`src/rtl/snake_pkg.sv`:
```
// Shared game-sequencer types, state encodings and parameter defaults.
// Also hosts the small constant helpers used to size counters.
package snake_pkg;

  typedef enum logic [1:0] {
    ST_IDLE  = 2'b00,
    ST_RUN   = 2'b01,
    ST_DYING = 2'b10,
    ST_OVER  = 2'b11
  } state_t;

  localparam int unsigned START_DIV_DEF      = 4;
  localparam int unsigned MIN_DIV_DEF        = 1;
  localparam int unsigned EATS_PER_LEVEL_DEF = 5;
  localparam int unsigned DEATH_FRAMES_DEF   = 120;
  localparam int unsigned BLINK_FRAMES_DEF   = 8;

  // Counter width for values 0..n-1, never narrower than one bit.
  function automatic int unsigned cnt_width(input int unsigned n);
    return (n <= 2) ? 1 : $clog2(n);
  endfunction

  // Highest level reachable: min(3, start_div - min_div), zero if no headroom.
  function automatic int unsigned max_level(input int unsigned start_div,
                                            input int unsigned min_div);
    if (start_div <= min_div) return 0;
    if (start_div - min_div > 3) return 3;
    return start_div - min_div;
  endfunction

endpackage

```
`src/rtl/step_divider.sv`:
```
// Divides raw ticks down to snake step pulses; step is registered one cycle
// after the tick that completes a period of div ticks.
module step_divider #(
  parameter int unsigned DIV_W = 3
) (
  input  logic             clk_pix,
  input  logic             reset_n,
  input  logic             tick,
  input  logic [DIV_W-1:0] div,
  input  logic             clear,
  input  logic             enable,
  output logic             step
);

  logic [DIV_W-1:0] r_cnt;
  logic             r_step;

  // The >= guards against a count left above a freshly shortened period.
  always_ff @(posedge clk_pix or negedge reset_n) begin
    if (!reset_n) begin
      r_cnt  <= '0;
      r_step <= 1'b0;
    end else if (clear) begin
      r_cnt  <= '0;
      r_step <= 1'b0;
    end else if (enable && tick) begin
      if (r_cnt >= div - DIV_W'(1)) begin
        r_cnt  <= '0;
        r_step <= 1'b1;
      end else begin
        r_cnt  <= r_cnt + DIV_W'(1);
        r_step <= 1'b0;
      end
    end else begin
      r_step <= 1'b0;
    end
  end

  assign step = r_step;

endmodule

```
`src/rtl/game_sequencer.sv`:
```
// Snake game control: IDLE/RUN/DYING/OVER sequencing, speed levels, death blink.
// A press in IDLE/OVER pulses game_clear for one cycle; RUN starts the cycle after.
module game_sequencer
  import snake_pkg::*;
#(
  parameter int unsigned START_DIV      = START_DIV_DEF,
  parameter int unsigned MIN_DIV        = MIN_DIV_DEF,
  parameter int unsigned EATS_PER_LEVEL = EATS_PER_LEVEL_DEF,
  parameter int unsigned DEATH_FRAMES   = DEATH_FRAMES_DEF,
  parameter int unsigned BLINK_FRAMES   = BLINK_FRAMES_DEF
) (
  input  logic       clk_pix,
  input  logic       reset_n,
  input  logic       tick,
  input  logic       frame_start,
  input  logic       btn_any_n,
  input  logic       self_hit,
  input  logic       wall_hit,
  input  logic       eat_evt,
  output logic       tick_run,
  output logic       game_clear,
  output logic [1:0] state,
  output logic       flash,
  output logic [1:0] level
);

  localparam int unsigned DIV_W   = cnt_width(START_DIV + MIN_DIV + 1);
  localparam int unsigned EAT_W   = cnt_width(EATS_PER_LEVEL);
  localparam int unsigned FRAME_W = cnt_width(DEATH_FRAMES + 1);
  localparam int unsigned LVL_MAX = max_level(START_DIV, MIN_DIV);

  state_t             r_state;
  logic               r_game_clear;
  logic               r_flash;
  logic               r_btn_prev;
  logic [1:0]         r_level;
  logic [EAT_W-1:0]   r_eat_cnt;
  logic [FRAME_W-1:0] r_frame_cnt;

  logic [FRAME_W-1:0] w_frame_nxt;
  logic [DIV_W-1:0]   w_div;
  logic               w_press;
  logic               w_hit;
  logic               w_div_en;

  assign w_press     = r_btn_prev & ~btn_any_n;
  assign w_hit       = tick_run & (self_hit | wall_hit);
  assign w_frame_nxt = r_frame_cnt + FRAME_W'(1);
  // A fatal step also stops the divider so no step leaks into DYING.
  assign w_div_en    = (r_state == ST_RUN) && !w_hit;

  always_comb begin
    w_div = DIV_W'(MIN_DIV);
    if (32'(r_level) + MIN_DIV < START_DIV) begin
      w_div = DIV_W'(START_DIV - 32'(r_level));
    end
  end

  step_divider #(
    .DIV_W (DIV_W)
  ) u_step_divider (
    .clk_pix (clk_pix),
    .reset_n (reset_n),
    .tick    (tick),
    .div     (w_div),
    .clear   (r_game_clear),
    .enable  (w_div_en),
    .step    (tick_run)
  );

  always_ff @(posedge clk_pix or negedge reset_n) begin
    if (!reset_n) begin
      r_state      <= ST_IDLE;
      r_game_clear <= 1'b0;
      r_flash      <= 1'b0;
      r_btn_prev   <= 1'b1;
      r_level      <= 2'd0;
      r_eat_cnt    <= '0;
      r_frame_cnt  <= '0;
    end else begin
      r_btn_prev   <= btn_any_n;
      r_game_clear <= 1'b0;
      case (r_state)
        ST_IDLE, ST_OVER: begin
          r_flash <= 1'b0;
          if (r_game_clear) begin
            r_state     <= ST_RUN;
            r_level     <= 2'd0;
            r_eat_cnt   <= '0;
            r_frame_cnt <= '0;
          end else if (w_press) begin
            r_game_clear <= 1'b1;
          end
        end
        ST_RUN: begin
          if (w_hit) begin
            r_state     <= ST_DYING;
            r_frame_cnt <= '0;
            r_flash     <= 1'b1;
          end else if (eat_evt) begin
            if (r_eat_cnt == EAT_W'(EATS_PER_LEVEL - 1)) begin
              r_eat_cnt <= '0;
              if (32'(r_level) < LVL_MAX) r_level <= r_level + 2'd1;
            end else begin
              r_eat_cnt <= r_eat_cnt + EAT_W'(1);
            end
          end
        end
        ST_DYING: begin
          if (frame_start) begin
            r_frame_cnt <= w_frame_nxt;
            if (w_frame_nxt == FRAME_W'(DEATH_FRAMES)) begin
              r_state <= ST_OVER;
              r_flash <= 1'b0;
            end else if ((32'(w_frame_nxt) % BLINK_FRAMES) == 32'd0) begin
              r_flash <= ~r_flash;
            end
          end
        end
        default: r_state <= ST_IDLE;
      endcase
    end
  end

  assign game_clear = r_game_clear;
  assign flash      = r_flash;
  assign state      = r_state;
  assign level      = r_level;

endmodule

```
`config.mk`:
```
export PLATFORM = sky130hd
export DESIGN_NAME = game_sequencer
export DESIGN_NICKNAME = d
export VERILOG_FILES = /design/src/rtl/snake_pkg.sv /design/src/rtl/step_divider.sv /design/src/rtl/game_sequencer.sv
export SDC_FILE = /design/constraint.sdc
export NUM_CORES = 1
export LEC_CHECK = 0
export ABC_AREA = 1
export BUFFER_PORTS_ARGS = -buffer_cell sky130_fd_sc_hd__buf_2
export CAP_MARGIN = 30
export CELL_PAD_IN_SITES_DETAIL_PLACEMENT = 0
export CELL_PAD_IN_SITES_GLOBAL_PLACEMENT = 2
export CORE_AREA = 4 4 68 83
export CTS_CLUSTER_DIAMETER = 120
export CTS_CLUSTER_SIZE = 10
export DETAILED_ROUTE_END_ITERATION = 10
export DIE_AREA = 0 0 72 87
export HOLD_SLACK_MARGIN = 0.05
export PLACE_DENSITY_LB_ADDON = 0.1
export SLEW_MARGIN = 10
export SYNTH_ARGS = -nofsm -noshare
export SYNTH_HDL_FRONTEND = slang
export SYNTH_HIERARCHICAL = 1
export SYNTH_SLANG_ARGS = --single-unit
```
`constraint.sdc`:
```
create_clock -name clk_pix -period 2.45 [get_ports clk_pix]
set_clock_uncertainty 0.2 [all_clocks]
set_input_delay 0.245 -clock clk_pix [delete_from_list [all_inputs] [get_ports clk_pix]]
set_output_delay 0.245 -clock clk_pix [all_outputs]
set_load 0.03 [all_outputs]
```
==> qor.yml, run 1 <==
outcome:
  status: "completed"
layout:
  antennaDiodeCount: 0
  total_nets_final: 205
  areaGrowthSynthToFinish_pct: 15.7
  regArea_um2: 527
  final_cells: 242
  num-fill-cells: 540
  multiInputGateArea_um2: 669
  post_route_cells_drive_above_1_share_pct: 19.2
place:
  gp_congestion: 0.735
  dp_cells: 236
  place_worst_setup_slack_ns: 0.310
  dpl.hpwl_um: 2220
  numPortBuffers: 14
critical_path:
  timing.reg2reg.setup_slack_ns: 0.31
  reg2reg_depth: 9
  worst_path_max_delay_cell: "dfrtp_1"
  reg2reg_from: "level[0]"
  path_cells: "inv_1 > ha_1 > inv_1 > ha_1 > xnor2_1 > ha_1 > a21oi_2 > nand3_1 > a21oi_2"
  critPathArrivalTime_ns: 2.14
  worstSetupPathType: "reg -> reg"
  cpPeakStageDelay_ns: 0.39
  crit_path_start_kind: "flop"
  critical_path_peak_fanout: 4
  critical_path.reg2reg.endpoint: "u_step_divider/r_cnt[2]"
  crit_path_frequent_cell: "ha_1"
  path_delay_family: "adder cells"
  cp-end-kind: "flop"
  cp.buffers_inverters: 2
  cp_data_required_time_ns: 2.45
routing:
  finalWirelength_um: 2830
  final_antenna_net_count: 0
  met2_wire_length_um: 1360
  highest_layer: "met4"
  wl_met3_um: 90
  routed_via_density: 4.35
  detailedRoute.firstPassIterationCount: 4
  drt_iter0_drc: 38
  routed-via-count: 1052
  drt_drc_violations_left: 0
  wl_met1_um: 1350
  drt-wirelength-per-cell_um: 11.7
synthesis:
  commonest_register_cell_after_synthesis: "dfrtp_1"
  syn_nets: 184
  synth_edf_count: 0
  yosysTopAreaCell: "dfrtp_1"
  yosysWarnings: 6
  ys_ff_latch: 21
  yosysUniqueCellTypes: 27
  synth-async-reset-ratio_pct: 100
  netlist_area_um2: 1320
  synthesis.area_per_instance_um2: 8.13
  synth_area_leaders: "dfrtp_1 38%, ha_1 13%, nand2_1 11%"
  synth.top_cell.area_share_pct: 38.0
  seq_area_frac_synth_pct: 40.0
  synth_cells: 162
clock_tree:
  numCtsBuffers: 3
  numClockSinks: 21
  htree_depth: 1
  cts_max_path_buffers: 2
  cts.repair_timing.setup_buffer_count: 0
  path_clk_slew_ns: 0.09
  cts_tree: "built"
  clock_latency_ns: 0.26
  clockRootBuffer: "clkbuf_8"
die:
  floorplan.rows: 28
  die_x_um: 72
  initial_core_util_pct: 27.2
  ios: 15
  floorplan.die_area_um2: 6260
  fp.coreArea_um2: 4830
  dieHeight_um: 87
timing:
  min_period_ns: 2.14
  finalWorstSetupSlack_ns: 0.312
  number_of_pins_exceeding_their_max_slew_limit_in_the_final_report: 0
  final-setup-viol-count: 0
  rsz_0062_raised_after_global_routing: "no"
  fmax_ghz: 0.468
  hold_viol: 0
  timing.max_slew.rel_slack_pct: 65.2
  final.setup.tns_ns: 0
  final_worst_path_cycle_share_pct: 87.3
  slew_at_the_pin_with_the_worst_max_slew_slack_ns: 0.522
grt:
  grt_start_max_net_pins: 22
  grt_pass1_vias: 1031
  grt_pass1_wl_um: 4850
  grtUsageTotal_pct: 9.90
  number_of_antenna_violations_at_the_first_check_in_global_routing: 0
  gr-total-overflow: 0
power_and_ir_drop:
  p_leak_nw: 0.769
  vdd.ir_drop.worst_uv: 396
  total_power_mw: 1.71
  power.density_cell_area_nw_per_um2: 1120
job:
  max_cap_violations: 0
min_path:
  worstHoldPathCells: 4
  hold_path_startpoint: "tick"
  destination_of_the_worst_hold_path: "u_step_divider/r_cnt[2]"
  min_path_type: "in -> reg"
Yosys cell counts (2+ instances only):
library cell / n
ha_1: 14
o22ai_1: 2
nand2_2: 2
inv_1: 27
nand2_1: 40
o21ai_1: 4
a21oi_2: 2
nor2_1: 5
dfrtp_1: 20
nor2_2: 2
nand3_1: 11
o21ai_0: 10
inv_2: 2
o21ai_2: 4
nand4_1: 2
nand3_2: 2
a21oi_1: 3
cell usage in the layout (no fill, tap or decap), drive strengths merged:
| master | netlist | final |
|---|---|---|
| a21boi | 1 | 1 |
| a21oi | 5 | 5 |
| and3 | 1 | 1 |
| buf | 1 | 15 |
| clkbuf | 0 | 4 |
| dfrtp | 20 | 20 |
| dfstp | 1 | 1 |
| dlygate4sd3 | 0 | 2 |
| ha | 14 | 14 |
| inv | 29 | 29 |
| nand2 | 42 | 42 |
| nand3 | 13 | 13 |
| nand4 | 2 | 2 |
| nor2 | 7 | 7 |
| nor3 | 1 | 1 |
| nor3b | 1 | 1 |
| o211ai | 1 | 1 |
| o21ai | 18 | 18 |
| o22ai | 2 | 2 |
| or2 | 2 | 2 |
| xnor2 | 1 | 1 |
where the power goes:
group	total [mW]	switching, mW	internal, mW
Sequential	0.504	0.0734	0.430
Clock	0.240	0.124	0.116
Combinational	0.966	0.631	0.336
Total	1.71	0.828	0.882
worst min-delay path: stages:
cell,delay (ns)
buf_2,0.09
nand2_1,0.06
nand2_1,0.11
a21oi_2,0.07
registers in the layout, indices dropped and copies added (netlist names):
| register | count |
|---|---|
| u_step_divider/r_cnt | 3 |
| level | 2 |
| flash | 1 |
| u_step_divider/step | 1 |
| state | 2 |
| r_btn_prev | 1 |
| game_clear | 1 |
| r_eat_cnt | 3 |
| r_frame_cnt | 7 |
repair_timing:
item,CTS,global route
endpoints found under the hold margin,22,0
hold buffers,2,0
resized for setup,0,0
stage by stage:
step           cell area (um^2)  util (%)  hold WS (ns)
3_3_place_gp               1460      30.2        0.0541
5_1_grt                    1520      31.5         0.160
2_1_floorplan              1320         -        -0.251
6_report                   1520      31.5         0.142
4_1_cts                    1520      31.5         0.143
3_5_place_dp               1460      30.2        0.0582
cell families after synthesis:
logic type,Yosys count,share of synthesized area (%)
flops,21,40.0
fa+ha+maj,14,13.3
xor+xnor,1,0.666
buf+inv,30,9.13
simple gates,69,24.3
compound gates,27,12.5
per-layer routing:
layer | up-vias | track usage, %
li1 | 560 | -
met1 | 479 | 12.5
met2 | 11 | 16.5
met3 | 2 | 1.85
met4 | 0 | 4.10
met5 | - | 0
worst max path at each step:
stage | start | to | slack, ns | cells past startpoint
after floorplan | level[0] | u_step_divider/r_cnt[0] | 0.22 | 9
after global placement | level[0] | u_step_divider/r_cnt[2] | 0.34 | 11
after detailed placement | level[0] | u_step_divider/r_cnt[2] | 0.31 | 9
after CTS | level[0] | u_step_divider/r_cnt[2] | 0.29 | 9
after global routing | level[0] | u_step_divider/r_cnt[1] | 0.13 | 9
final | level[0] | u_step_divider/r_cnt[2] | 0.31 | 9
layout make-up:
class                   instances  share of cell area, %
clock buffers                   4                   2.96
inverters                      29                   7.15
multi-input cells             111                   44.0
flip-flops and latches         21                   34.6
well taps                      60                   4.93
repair buffers                 17                   6.41
(Power assumes the default switching activity.)
==> run 2: changes to the inputs <==
RECOVER_POWER = 100   (was unset)
==> run 2 against run 1 <==
Net effect:
- final cell count did not move
- non-clock buffer count unchanged
- largest power group unchanged
- utilization decreased by 0.88 points
- highest routed layer unchanged
- power fell by 6.1%
- combinational power decreased by 11%
==> qor.yml, run 2 (synthesis gave the netlist of run 1 again) <==
clock_tree:
  post_cts_hold_buffer_count: 2  # unchanged
  cts.repair_timing.setup_buffer_count: 0  # unchanged
  path_clk_slew_ns: 0.09  # about the same
  numClockSinks: 21  # unchanged
  post_cts.resized_instances: 0  # unchanged
  numCtsBuffers: 3  # unchanged
  cts_max_path_buffers: 2  # unchanged
  cts_tree: "built"
  clock_latency_ns: 0.26  # about the same
  htree_depth: 1  # unchanged
  clockRootBuffer: "clkbuf_8"
routing:
  routed_via_density: 4.38  # +0.67%
  finalWirelength_um: 2830  # unchanged
  final_antenna_net_count: 0  # unchanged
  drt-wirelength-per-cell_um: 11.7  # unchanged
  routed-via-count: 1059  # +0.67%
  drt_drc_violations_left: 0  # unchanged
  detailedRoute.firstPassIterationCount: 4  # unchanged
  drt_iter0_drc: 48  # +26%
critical_path:
  worstSetupPathType: "reg -> reg"
  critical_path_depth: 9  # unchanged
  cpPeakStageDelay_ns: 0.39  # about the same
  cp-end-kind: "flop"
  path_cells: "inv_1 > ha_1 > inv_1 > ha_1 > xnor2_1 > ha_1 > a21oi_2 > nand3_1 > o21ai_2"
  path_delay_family: "adder cells"
  crit_path_frequent_cell: "ha_1"
  worst_path_max_delay_cell: "dfrtp_1"
  critical_path_peak_fanout: 4  # unchanged
  cp_data_required_time_ns: 2.45  # about the same
  critPathArrivalTime_ns: 2.15  # about the same
  crit_path_start_kind: "flop"
  reg2reg_depth: 9  # unchanged
  cp.buffers_inverters: 2  # unchanged
layout:
  antennaDiodeCount: 0  # unchanged
  largest-register: "r_frame_cnt"
  stdcell_area_um2: 1480  # -2.8%
  areaGrowthSynthToFinish_pct: 12.5
  regArea_um2: 527  # unchanged
  num-fill-cells: 547  # +1.3%
  final_common_cell: "nand2_1"
  total_nets_final: 205  # unchanged
  post_route_cells_drive_above_1_share_pct: 8.79  # -10 points
  mostFrequentLayoutCells: "42 x nand2_1, 28 x inv_1, 20 x dfrtp_1, 14 x ha_1"
  multiInputGateArea_um2: 638  # -4.7%
  largest_reg_flops: 7  # unchanged
  registers_with_the_highest_flip_flop_counts: "r_frame_cnt: 7 flops, r_eat_cnt: 3 flops, u_step_divider/r_cnt: 3 flops"
power_and_ir_drop:
  power.density_cell_area_nw_per_um2: 1080  # -3.4%
  combinationalPowerShare_pct: 53.6  # -2.9 points
  power.switching_fraction_pct: 48.5  # about the same
  internal_power_mw: 0.827  # -6.2%
  p_leak_nw: 0.731  # -5.0%
  vdd.ir_drop.worst_uv: 369  # -7.0%
  pwr-share-seq_pct: 31.4  # +1.9 points
  power.clock.fraction_pct: 15.0  # +1.0 points
  netSwitchingPower_mw: 0.778  # -6.0%
timing:
  final_worst_path_cycle_share_pct: 87.6  # +0.38 points
  min_period_ns: 2.15  # +0.00933 ns
  fmax_ghz: 0.466  # -0.43%
  final-setup-viol-count: 0  # unchanged
  final.setup.tns_ns: 0  # unchanged
  hold_viol: 0  # unchanged
  rsz_0062_raised_after_global_routing: "no"
  timing.max_slew.rel_slack_pct: 16.3  # -49 points
  slew_at_the_pin_with_the_worst_max_slew_slack_ns: 1.25  # +0.733 ns
  number_of_pins_exceeding_their_max_slew_limit_in_the_final_report: 0  # unchanged
die:
  ios: 15  # unchanged
  die_x_um: 72  # unchanged
  initial_core_util_pct: 27.2  # unchanged
  fp.coreArea_um2: 4830  # unchanged
  floorplan.die_area_um2: 6260  # unchanged
  dieHeight_um: 87  # unchanged
  floorplan.rows: 28  # unchanged
place:
  dpl-instance-area_um2: 1460  # unchanged
  dpl.hpwl_um: 2220  # unchanged
  numPortBuffers: 14  # unchanged
  gp_congestion: 0.735  # unchanged
outcome:
  status: "completed"
job:
  max_cap_violations: 0  # unchanged
min_path:
  min_path_type: "in -> reg"
  worstHoldPathCells: 4  # unchanged
grt:
  grt_pass1_vias: 1031  # unchanged
  grtUsageTotal_pct: 9.90  # unchanged
  gr-total-overflow: 0  # unchanged
  grt_pass1_wl_um: 4850  # unchanged
  number_of_antenna_violations_at_the_first_check_in_global_routing: 0  # unchanged
  grt_start_max_net_pins: 22  # unchanged
[run 2: power groups by stage]
stage | sequential (mW) | clock (mW) | combinational [mW]
after CTS | 0.506 | 0.252 | 0.993
after detailed placement | 0.513 | 0 | 0.984
final | 0.504 | 0.240 | 0.861
after global routing | 0.518 | 0.266 | 1.02
after floorplan | 0.574 | 0 | 0.696
after global placement | 0.510 | 0 | 0.988
[run 2: per-stage QoR]
step	cells	total power [mW]	hold WS [ns]	setup slack [ns]	util [%]
global route	242	1.80	0.156	0.0713	30.6
finish	242	1.61	0.130	0.303	30.6
CTS	242	1.75	0.143	0.289	31.5
floorplan	162	1.27	-0.251	0.216	-
global placement	236	1.50	0.0541	0.343	30.2
detailed placement	236	1.50	0.0582	0.310	30.2
[run 2: final timing paths]
path	from	end	slack, ns
setup / recovery	level[0]	u_step_divider/r_cnt[0]	0.30
setup reg to reg	level[0]	u_step_divider/r_cnt[0]	0.30
min in group asynchronous	reset_n	u_step_divider/r_cnt[1]	0.57
hold reg to reg	flash	flash	0.32
max in group asynchronous	reset_n	state[1]	0.73
hold / removal	tick	u_step_divider/r_cnt[2]	0.13
[run 2: cell type report]
| type | count | share of cell area [%] |
|---|---|---|
| multi-input combinational | 111 | 43.1 |
| sequential | 21 | 35.6 |
| inverter | 29 | 7.35 |
| timing repair buffer | 17 | 5.83 |
| tap | 60 | 5.07 |
| clock buffer | 4 | 3.04 |
[run 2: routing by layer]
layer / share of wire (%) / track usage, % / vias up / wire (um)
met4: 0.95 / 4.10 / 0 / 27
met3: 3.3 / 1.85 / 2 / 94
met1: 48 / 12.5 / 484 / 1370
met5: 0 / 0 / - / 0
met2: 47 / 16.5 / 13 / 1350
li1: - / - / 560 / -
[run 2: worst reg2reg max path: cells and delay by family (launching register included)]
family          cells  cell delay (ns)
compound gates      2             0.31
xor+xnor            1             0.17
fa+ha+maj           3             0.75
buf+inv             2             0.13
flops               1             0.39
simple gates        1             0.14
